===== config.mk =====
export PLATFORM = sky130hd
export DESIGN_NAME = lfsr_gen
export DESIGN_NICKNAME = d
export VERILOG_FILES = /design/src/rtl/lfsr_gen.sv
export SDC_FILE = /design/constraint.sdc
export NUM_CORES = 1
export LEC_CHECK = 0
export CAP_MARGIN = 20
export CORE_AREA = 2 2 39 41
export CTS_BUF_LIST = sky130_fd_sc_hd__clkbuf_8
export CTS_CLUSTER_SIZE = 10
export DETAILED_ROUTE_END_ITERATION = 8
export DIE_AREA = 0 0 41 43
export SLEW_MARGIN = 5
export SYNTH_ARGS = -nofsm -noshare
export SYNTH_HDL_FRONTEND = slang
export SYNTH_SLANG_ARGS = --single-unit

===== constraint.sdc =====
create_clock -name clk -period 2.05 [get_ports clk]
set_input_delay 0.3075 -clock clk [delete_from_list [all_inputs] [get_ports clk]]
set_output_delay 0.3075 -clock clk [all_outputs]
set_load 0.02 [all_outputs]

===== src/rtl/lfsr_gen.sv =====
`timescale 1ns/1ps
// ---------------------------------------------------------------------------
// lfsr_gen -- parametrised Fibonacci LFSR pseudo-random generator
//
// Shifts toward the MSB; the new LSB is the XOR of every state bit selected
// by TAPS. A zero state is never allowed. A zero runtime seed, or a zero
// value produced by a non-primitive tap mask, is replaced by SEED and
// flagged on `lockup`.
//
// Optional feature macro: LFSR_WRAP_DET_EN
//   defined   : a start register, an advance counter (step_cnt), a 2-state
//               control FSM and the `wrap` pulse are built.
//   undefined : `wrap` and `step_cnt` are tied to 0. The LFSR and lock-up
//               behaviour are identical in both builds.
//
// Parameters
//   WIDTH  register width, 3..32
//   TAPS   feedback mask; bit i set => state[i] enters the XOR.
//          Must be nonzero with TAPS[WIDTH-1] = 1.
//   SEED   reset / fallback seed, must be nonzero
//
// Ports
//   clk       in   1      rising-edge clock
//   rst       in   1      synchronous active-high reset
//   en        in   1      advance one step this cycle
//   load      in   1      load seed_in this cycle (wins over en)
//   seed_in   in   WIDTH  runtime seed
//   lfsr_out  out  WIDTH  current register state
//   lockup    out  1      one-cycle pulse: SEED substituted for a zero value
//   wrap      out  1      one-cycle pulse: state returned to the start value
//   step_cnt  out  WIDTH  advances since the last reset/load/wrap
//
// Priority on every edge: rst > load > en > hold. All outputs registered.
// ---------------------------------------------------------------------------
module lfsr_gen #(
    parameter int unsigned      WIDTH = 5,
    parameter logic [WIDTH-1:0] TAPS  = 5'b10100,
    parameter logic [WIDTH-1:0] SEED  = 5'b00001
) (
    input  logic             clk,
    input  logic             rst,
    input  logic             en,
    input  logic             load,
    input  logic [WIDTH-1:0] seed_in,
    output logic [WIDTH-1:0] lfsr_out,
    output logic             lockup,
    output logic             wrap,
    output logic [WIDTH-1:0] step_cnt
);

    // -----------------------------------------------------------------------
    // Next-state datapath
    // -----------------------------------------------------------------------
    logic [WIDTH-1:0] state_q;
    logic             lockup_q;

    logic             fb;
    logic [WIDTH-1:0] shift_next;
    logic             adv_zero;
    logic [WIDTH-1:0] adv_next;
    logic             load_zero;
    logic [WIDTH-1:0] load_val;

    assign fb         = ^(state_q & TAPS);
    assign shift_next = {state_q[WIDTH-2:0], fb};

    // A primitive tap mask never maps a nonzero state to zero; a
    // non-primitive one can, and the register would then stick at zero
    // forever. Substitute SEED so the generator always keeps running.
    assign adv_zero   = (shift_next == '0);
    assign adv_next   = adv_zero ? SEED : shift_next;

    // A zero runtime seed would lock the register the same way.
    assign load_zero  = (seed_in == '0);
    assign load_val   = load_zero ? SEED : seed_in;

    // -----------------------------------------------------------------------
    // LFSR state and lock-up pulse
    // -----------------------------------------------------------------------
    // NOTE: sequential state uses non-blocking (<=) so every register samples
    // pre-edge values; blocking (=) here would make results depend on the
    // order the statements happen to be written in.
    always_ff @(posedge clk) begin
        if (rst) begin
            state_q  <= SEED;
            lockup_q <= 1'b0;
        end else if (load) begin
            state_q  <= load_val;
            lockup_q <= load_zero;
        end else if (en) begin
            state_q  <= adv_next;
            lockup_q <= adv_zero;
        end else begin
            // Hold the state; the pulse lasts exactly one cycle.
            lockup_q <= 1'b0;
        end
    end

    assign lfsr_out = state_q;
    assign lockup   = lockup_q;

`ifdef LFSR_WRAP_DET_EN
    // -----------------------------------------------------------------------
    // Wrap detection: start register, advance counter, control FSM
    // -----------------------------------------------------------------------
    // START : start value captured (reset/load), no advance since.
    // RUN   : at least one advance since the capture. A return to the start
    //         value stays in RUN; only reset or load re-enter START.
    typedef enum logic {
        ST_START = 1'b0,
        ST_RUN   = 1'b1
    } ctrl_e;

    ctrl_e            ctrl_q;
    ctrl_e            ctrl_d;
    logic [WIDTH-1:0] start_q;
    logic [WIDTH-1:0] step_cnt_q;
    logic             wrap_q;
    logic             wrap_hit;

    // State register
    always_ff @(posedge clk) begin
        if (rst) begin
            ctrl_q <= ST_START;
        end else begin
            ctrl_q <= ctrl_d;
        end
    end

    // Next-state logic
    // NOTE: the default assignment at the top of always_comb guarantees
    // every path writes ctrl_d, so no latch is inferred.
    always_comb begin
        ctrl_d = ctrl_q;
        if (load) begin
            ctrl_d = ST_START;
        end else if (en) begin
            ctrl_d = ST_RUN;
        end
    end

    // Compared against the value actually written, so a lock-up
    // substitution that lands on the start value still counts as a return.
    assign wrap_hit = (ctrl_q == ST_RUN) && (adv_next == start_q);

    always_ff @(posedge clk) begin
        if (rst) begin
            start_q    <= SEED;
            step_cnt_q <= '0;
            wrap_q     <= 1'b0;
        end else if (load) begin
            start_q    <= load_val;
            step_cnt_q <= '0;
            wrap_q     <= 1'b0;
        end else if (en) begin
            wrap_q <= wrap_hit;
            // Free-running modulo 2^WIDTH when the sequence never returns.
            if (wrap_hit) begin
                step_cnt_q <= '0;
            end else begin
                step_cnt_q <= step_cnt_q + WIDTH'(1);
            end
        end else begin
            wrap_q <= 1'b0;
        end
    end

    assign wrap     = wrap_q;
    assign step_cnt = step_cnt_q;
`else
    assign wrap     = 1'b0;
    assign step_cnt = '0;
`endif

endmodule


==> flow_summary.ini, run 1 <==
[run_status]
status = completed

[floorplan]
num_rows = 14
dieHeight_um = 43
coreArea_um2 = 1380
dieArea_um2 = 1760
fp.dieW_um = 41
start_util = 0.273
io_pins = 21

[min_path]
hp-class = flop to flop
hold_depth = 2

[layout]
area_growth_pct = 40.4
num-nets-final = 65
final_layout_size_suffix_gt1_frac = 0.130
n_antenna_cell = 0

[logic_synthesis]
synth_seq_cells = 6
yosys.area.top_type = dfxtp_1
synth_cell_types = 17
synthAdderAreaFrac = 0
synth_top_family_by_area = simple AND/OR/NAND/NOR gates
synthSimpleGateAreaFrac = 0.219
syn_area_um2 = 378
muxShareOfSynthArea = 0.199
yosys.area.top_type_share = 0.318
synth_compound_area_frac = 0.0762
syn_area_per_cell_um2 = 9.45
ys_seq_area_frac = 0.318
synthTopCellsByArea = dfxtp_1, buf_4, mux2_4, mux2i_1, buf_6
synth_xor_area_frac = 0
synthesis.instances = 40
yosys_warnings = 0

[clock_tree]
cts_hold_buf = 0
cts-htree-levels = 1
clkTransAtPathRegs_ns = 0.03
ctsRootBufferMaster = clkbuf_8
cts.repair.resized = 0
cts_buffers = 3
clkSinkCount = 6
cts_setup_buffers = 0
cts_buffer_depth = 2
cts_tree = built
clkLatencyLatePin_ns = 0.22

[power_and_ir_drop]
clkPwrFrac = 0.445
vdd_drop_max_uv = 281
power_frac_seq = 0.339
switching_share = 0.253
power_frac_comb = 0.216
power.leakage_uw = 0.000214
p_switching_uw = 101
p_per_area_nw_per_um2 = 749
p_int_uw = 297

[route]
vias_per_cell = 4.44
ant_nets = 0
wire_per_inst_um = 11.1
drtIter0Drc = 2
wl_um = 776
vias = 311
first_pass_iters = 2
drc = 0

[worst_setup_path]
cp_top_family = buffers and inverters
startpoint_type = flop
crit_slowest_cell = clkdlybuf4s50_1
r2r_slack_ns = 1.10
cp.required_ns = 1.74
crit_chain = clkdlybuf4s50_1
cp_max_fo = 6
cp.arrival_ns = 1.32
crit_type = flop to output pin
critical_path_depth = 1
reg2reg_depth = 3
worst-path-buf-inv = 1
slowest_delay_ns = 0.65
endpoint_kind = output pin

[timing]
period_share = 0.793
drv_slew = 0
rsz0062_at_grt = false
setup-violations-final = 0
setup_ws_ns = 0.424
hold_viol = 0
fmaxAchievable_mhz = 615
finClkSkew_ns = 0.00271
layout_min_cycle_time_ns = 1.63
fin_setup_tns_ns = 0

[placement]
io_buffers = 14
gp_congestion = 0.703
place_ws_ns = 0.436
dp_hpwl_um = 595

[run]
cap_violations = 0

[global_routing]
grt-ovfl-total = 0
grt_pass1_wl_um = 1120
antenna_found_initial = 0
grt_usage = 0.100
grt_max_degree = 10
grt_pass1_vias = 264
synth_stat cells:
| cell type | instances |
|---|---|
| conb_1 | 1 |
| a221oi_1 | 1 |
| dfxtp_1 | 6 |
| nand3b_1 | 1 |
| nor2_1 | 4 |
| o211ai_1 | 1 |
| nand2_1 | 3 |
| mux2_4 | 3 |
| buf_4 | 6 |
| nor4_1 | 1 |
| buf_6 | 2 |
| a21oi_1 | 1 |
| mux2i_1 | 3 |
| nor4b_2 | 1 |
| nor2b_1 | 2 |
| nor3_1 | 3 |
| a211oi_1 | 1 |
cells by family (layout without fill, tap and decap cells):
group,count (synthesis),in the layout
buf+inv,8,17
compound gates,4,4
other cells,1,6
flops,6,6
simple gates,15,15
mux,6,6
final cells by class:
class	instances	area (um^2)
Fill cell	160	853
Sequential cell	6	120
Timing Repair Buffer	14	140
Tap cell	16	20.0
Clock buffer	3	41.3
Multi-Input combinational cell	31	209
placed cells by master, fill, tap and decap left out, drive strengths merged:
| cell | netlist | routed |
|---|---|---|
| nor4b | 1 | 1 |
| mux2i | 3 | 3 |
| nor4 | 1 | 1 |
| o211ai | 1 | 1 |
| dfxtp | 6 | 6 |
| nand3b | 1 | 1 |
| mux2 | 3 | 3 |
| a211oi | 1 | 1 |
| nand2 | 3 | 3 |
| clkdlybuf4s50 | 0 | 14 |
| nor2b | 2 | 2 |
| a21oi | 1 | 1 |
| conb | 1 | 6 |
| clkbuf | 0 | 3 |
| nor3 | 3 | 3 |
| nor2 | 4 | 4 |
| a221oi | 1 | 1 |
state kept, by name, indices dropped and copies added, names as in the netlist:
signal / flops
lfsr_out: 5
lockup: 1
path summary, 6_finish.rpt:
kind | from | end
worst min-delay path | lfsr_out[0] | lfsr_out[0]
worst max-delay path | lfsr_out[2] | lfsr_out[2]
worst max register to register | lfsr_out[2] | lfsr_out[2]
worst min register to register | lfsr_out[0] | lfsr_out[0]
stage by stage:
| step | utilization | hold WS (ns) | power (uW) | area (um^2) | instances |
|---|---|---|---|---|---|
| 6_report | 0.383 | 0.577 | 397 | 531 | 70 |
| 5_1_grt | 0.383 | 0.604 | 415 | 531 | 70 |
| 4_1_cts | 0.383 | 0.586 | 404 | 531 | 70 |
| 3_5_place_dp | 0.354 | 0.577 | 223 | 489 | 67 |
| 3_3_place_gp | 0.354 | 0.578 | 223 | 489 | 67 |
| 2_1_floorplan | - | 0.377 | 197 | 397 | 45 |
per-layer routing:
metal,share of wire,vias to the layer above,track usage
met5,0,-,0
met4,0.027,0,0.0600
met3,0.094,2,0.0471
met2,0.45,14,0.141
met1,0.43,137,0.119
li1,-,158,-
power groups by stage:
stage | registers, uW | clock network, uW | logic (uW)
final | 135 | 177 | 86.0
after global routing | 136 | 186 | 93.3
after global placement | 137 | 0 | 86.0
after floorplan | 144 | 0 | 52.9
after detailed placement | 137 | 0 | 86.4
after CTS | 135 | 182 | 86.9
(Power assumes the default switching activity.)
==> inputs of run 2 (changes only) <==
clock period = 1.5 ns   (was 2.05 ns; I/O delays follow)
==> run 2 against run 1 <==
Net effect:
- design area grew 4.0%
- via count increased by 0.96%
- hold slack improved by 0.0044 ns
- utilization rose by 1.5 points
- register-to-register slack got worse by 0.53 ns
- clock power rose by 32%
- global-route usage is 0.21 points higher
- non-clock buffer count up 3
==> flow_summary.ini, run 2 (same netlist as run 1, synthesis figures left out) <==
[run_status]
status = completed

[global_routing]
grt_pass1_wl_um = 1210
antenna_found_initial = 0
grt_pass1_vias = 289
grt_max_degree = 9
grt-ovfl-total = 0
grt_usage = 0.102

[route]
drtIter0Drc = 3
wl_um = 746
ant_nets = 0
vias_per_cell = 4.30
drc = 0
vias = 314
wire_per_inst_um = 10.2
first_pass_iters = 4

[timing]
hold_viol = 0
finClkSkew_ns = 0.00120
setup_ws_ns = 0.0457
rsz0062_at_grt = false
layout_min_cycle_time_ns = 1.45
period_share = 0.970
fmaxAchievable_mhz = 688
drv_slew = 0
setup-violations-final = 0
fin_setup_tns_ns = 0

[power_and_ir_drop]
vdd_drop_max_uv = 400
p_per_area_nw_per_um2 = 976
power.leakage_uw = 0.000232

[layout]
final_layout_size_suffix_gt1_frac = 0.175
largest_reg_flops = 5
mostFrequentLayoutCells = clkdlybuf4s50_1, conb_1, dfxtp_1, nor2_1
seqCellArea_um2 = 120
final_common_cell = clkdlybuf4s50_1
area_growth_pct = 46.0
multi_input_area_um2 = 209
final_cells = 73
nFillCells = 150
n_antenna_cell = 0
num-nets-final = 68

[clock_tree]
cts_setup_buffers = 0
cts_tree = built
ctsRootBufferMaster = clkbuf_8
cts.repair.resized = 1
clkSinkCount = 6
clkLatencyLatePin_ns = 0.22
cts-htree-levels = 1
cts_buffers = 3
cts_buffer_depth = 2
cts_hold_buf = 0
clkTransAtPathRegs_ns = 0.03

[min_path]
hp-class = flop to flop

[run]
cap_violations = 0

[worst_setup_path]
cp.arrival_ns = 1.23
slowest_delay_ns = 0.63
worst-path-buf-inv = 1
endpoint_kind = output pin
crit_type = flop to output pin
crit_slowest_cell = clkdlybuf4s50_1
cp_max_fo = 5
crit_chain = clkdlybuf4s50_1
cp.required_ns = 1.27
startpoint_type = flop
cp_top_family = buffers and inverters

[floorplan]
start_util = 0.273
coreArea_um2 = 1380
num_rows = 14
fp.dieW_um = 41
dieArea_um2 = 1760
io_pins = 21
dieHeight_um = 43

[placement]
dp_cells = 70
gp_congestion = 0.696
dp_hpwl_um = 607
io_buffers = 14
place_ws_ns = -0.0230
==> run 2: cell types whose count changed in the layout (fill, tap and decap cells not counted), sizes merged <==
| cell | change |
|---|---|
| buf | +3 |
| clkdlybuf4s50 | -1 |
| dlygate4sd2 | +1 |
==> run 2: routing by layer <==
metal	GRT usage	routed length, um	vias to the layer above
met4	0.0600	4	0
met5	0	0	-
met2	0.144	341	12
met3	0.0471	56	2
met1	0.122	344	137
li1	-	-	163
==> run 2: worst paths after layout <==
| check | start | endpoint | slack [ns] | cells past startpoint |
|---|---|---|---|---|
| max reg2reg | lfsr_out[2] | lfsr_out[2] | 0.57 | 3 |
| max | lfsr_out[4] | lfsr_out[4] | 0.05 | 1 |
| min reg2reg | lfsr_out[0] | lfsr_out[0] | 0.58 | 2 |
| min | lfsr_out[0] | lfsr_out[0] | 0.58 | 2 |
==> run 2: layout make-up <==
class                      instances  area share
timing repair buffer              17       0.293
sequential                         6       0.218
multi-input combinational         31       0.379
tap                               16      0.0363
clock buffer                       3      0.0748
==> run 2: metrics by stage <==
| stage | power, uW | utilization | instance area, um^2 | hold slack (ns) |
|---|---|---|---|---|
| finish | 539 | 0.399 | 552 | 0.581 |
| global route | 567 | 0.399 | 552 | 0.631 |
| CTS | 547 | 0.399 | 552 | 0.593 |
| detailed placement | 310 | 0.370 | 512 | 0.584 |
| global placement | 311 | 0.370 | 512 | 0.577 |
| floorplan | 269 | - | 397 | 0.294 |
==> run 2: power breakdown <==
group | internal, uW | total [uW] | switching (uW)
clock network | 172 | 233 | 61.0
registers | 171 | 184 | 12.6
logic | 65.7 | 122 | 56.3
total | 409 | 539 | 130
==> inputs of run 3 (changes only) <==
GPL_TIMING_DRIVEN = 0   (was default)
==> run 3 against run 2 <==
Net effect:
- register-to-register slack got worse by 0.03 ns
- fmax rose by 0.91%
- critical path depth did not move
- clock skew rose by 0.00098 ns
- power rose by 1.2%
- via count rose by 1.3%
- hold slack got worse by 0.26 ns
- combinational power rose by 6%
- global-route usage rose by 0.14 points
- critical endpoint is now lfsr_out[0]
==> flow_summary.ini, run 3 (same netlist as run 1, synthesis figures left out) <==
[global_routing]
grt-ovfl-total = 0
antenna_found_initial = 0
grt_pass1_wl_um = 1170
grt_max_degree = 10
grt_pass1_vias = 274
grt_usage = 0.104

[timing]
layout_min_cycle_time_ns = 1.44
drv_slew = 0
finClkSkew_ns = 0.00218
hold_viol = 0
hold_ws_ns = 0.322
fmaxAchievable_mhz = 694
setup_ws_ns = 0.0587
rsz0062_at_grt = false
setup-violations-final = 0
fin_setup_tns_ns = 0
period_share = 0.961

[worst_setup_path]
slowest_delay_ns = 0.62
cp.required_ns = 1.27
cp.arrival_ns = 1.22
cp_max_fo = 4
crit_slowest_cell = clkdlybuf4s50_1
crit_type = flop to output pin
worst-path-buf-inv = 1
startpoint_type = flop
endpoint_kind = output pin
cp_top_family = buffers and inverters
crit_chain = clkdlybuf4s50_1

[clock_tree]
clkSinkCount = 6
cts-htree-levels = 1
clkTransAtPathRegs_ns = 0.04
cts_buffers = 3
cts_buffer_depth = 2
cts_hold_buf = 0
ctsRootBufferMaster = clkbuf_8
cts_tree = built
clkLatencyLatePin_ns = 0.22

[layout]
final_layout_size_suffix_gt1_frac = 0.250
num-nets-final = 71
mostFrequentLayoutCells = clkdlybuf4s50_1, buf_4, conb_1, dfxtp_1, nor2_1
n_antenna_cell = 0
largest_reg_flops = 5
nFillCells = 151
final_area_um2 = 582
final_common_cell = clkdlybuf4s50_1
utilization = 0.420
area_growth_pct = 54.0

[route]
drtIter0Drc = 1
vias_per_cell = 4.18
first_pass_iters = 5
wl_um = 777
ant_nets = 0
drc = 0
vias = 318
wire_per_inst_um = 10.2

[power_and_ir_drop]
p_per_area_nw_per_um2 = 937
power.leakage_uw = 0.000285
vdd_drop_max_uv = 402

[placement]
io_buffers = 12
gp_congestion = 0.733
dp_hpwl_um = 630
place_ws_ns = 0.203
place_area_um2 = 537

[floorplan]
fp.dieW_um = 41
dieArea_um2 = 1760
num_rows = 14
coreArea_um2 = 1380
dieHeight_um = 43
start_util = 0.273
io_pins = 21

[run_status]
status = completed

[min_path]
hp-class = input port to flop

[run]
cap_violations = 0
[run 3: cell count changes in the layout (fill, tap and decap cells not counted), sizes merged]
cell | previous run | this run
buf | 3 | 8
clkdlybuf4s50 | 13 | 9
dlymetal6s2s | 0 | 2
[run 3: power breakdown]
group	total [uW]	switching [uW]	internal [uW]	leakage [uW]
Sequential	184	12.3	171	0.0000496
Combinational	129	57.5	71.2	0.000213
Clock	233	61.3	172	0.0000216
Total	545	131	414	0.000285
[run 3: metrics by stage]
step                cells  total power, uW
finish                 76              545
global route           76              579
CTS                    76              553
detailed placement     73              318
global placement       73              316
floorplan              45              269
[run 3: final timing paths]
| kind | from | slack, ns | cells after the start | endpoint |
|---|---|---|---|---|
| setup / recovery | lfsr_out[0] | 0.06 | 1 | lfsr_out[0] |
| setup reg to reg | lfsr_out[0] | 0.54 | 3 | lfsr_out[0] |
| hold / removal | load | 0.32 | 3 | lfsr_out[1] |
| hold reg to reg | lfsr_out[1] | 0.61 | 3 | lockup |
[run 3: routing by layer]
layer  track usage  part of all wire  up-vias
met3        0.0314             0.088        0
met4         0.100                 0        0
met5             0                 0        -
li1              -                 -      169
met1         0.124              0.43      135
met2         0.138              0.48       14
[run 3: what timing repair did]
action | 4_1_cts | 5_1_grt
cloned | 0 | 0
resized for setup | 1 | 2
hold endpoints to repair | 0 | 0
setup buffers | 0 | 0
setup endpoints to repair | 1 | 2
[run 3: area by class of cell]
| cell class | instances | area (um^2) | share of cell area |
|---|---|---|---|
| flip-flops and latches | 6 | 120 | 0.206 |
| well taps | 16 | 20.0 | 0.0344 |
| clock buffers | 3 | 41.3 | 0.0710 |
| repair buffers | 12 | 124 | 0.213 |
| plain buffers | 8 | 67.6 | 0.116 |
| multi-input cells | 31 | 209 | 0.359 |
[run 3: worst min-delay path: cells and delay by family]
family,cells,cell delay (ns)
and+or+nand+nor,1,0.08
muxes,1,0.07
buffers and inverters,1,0.11
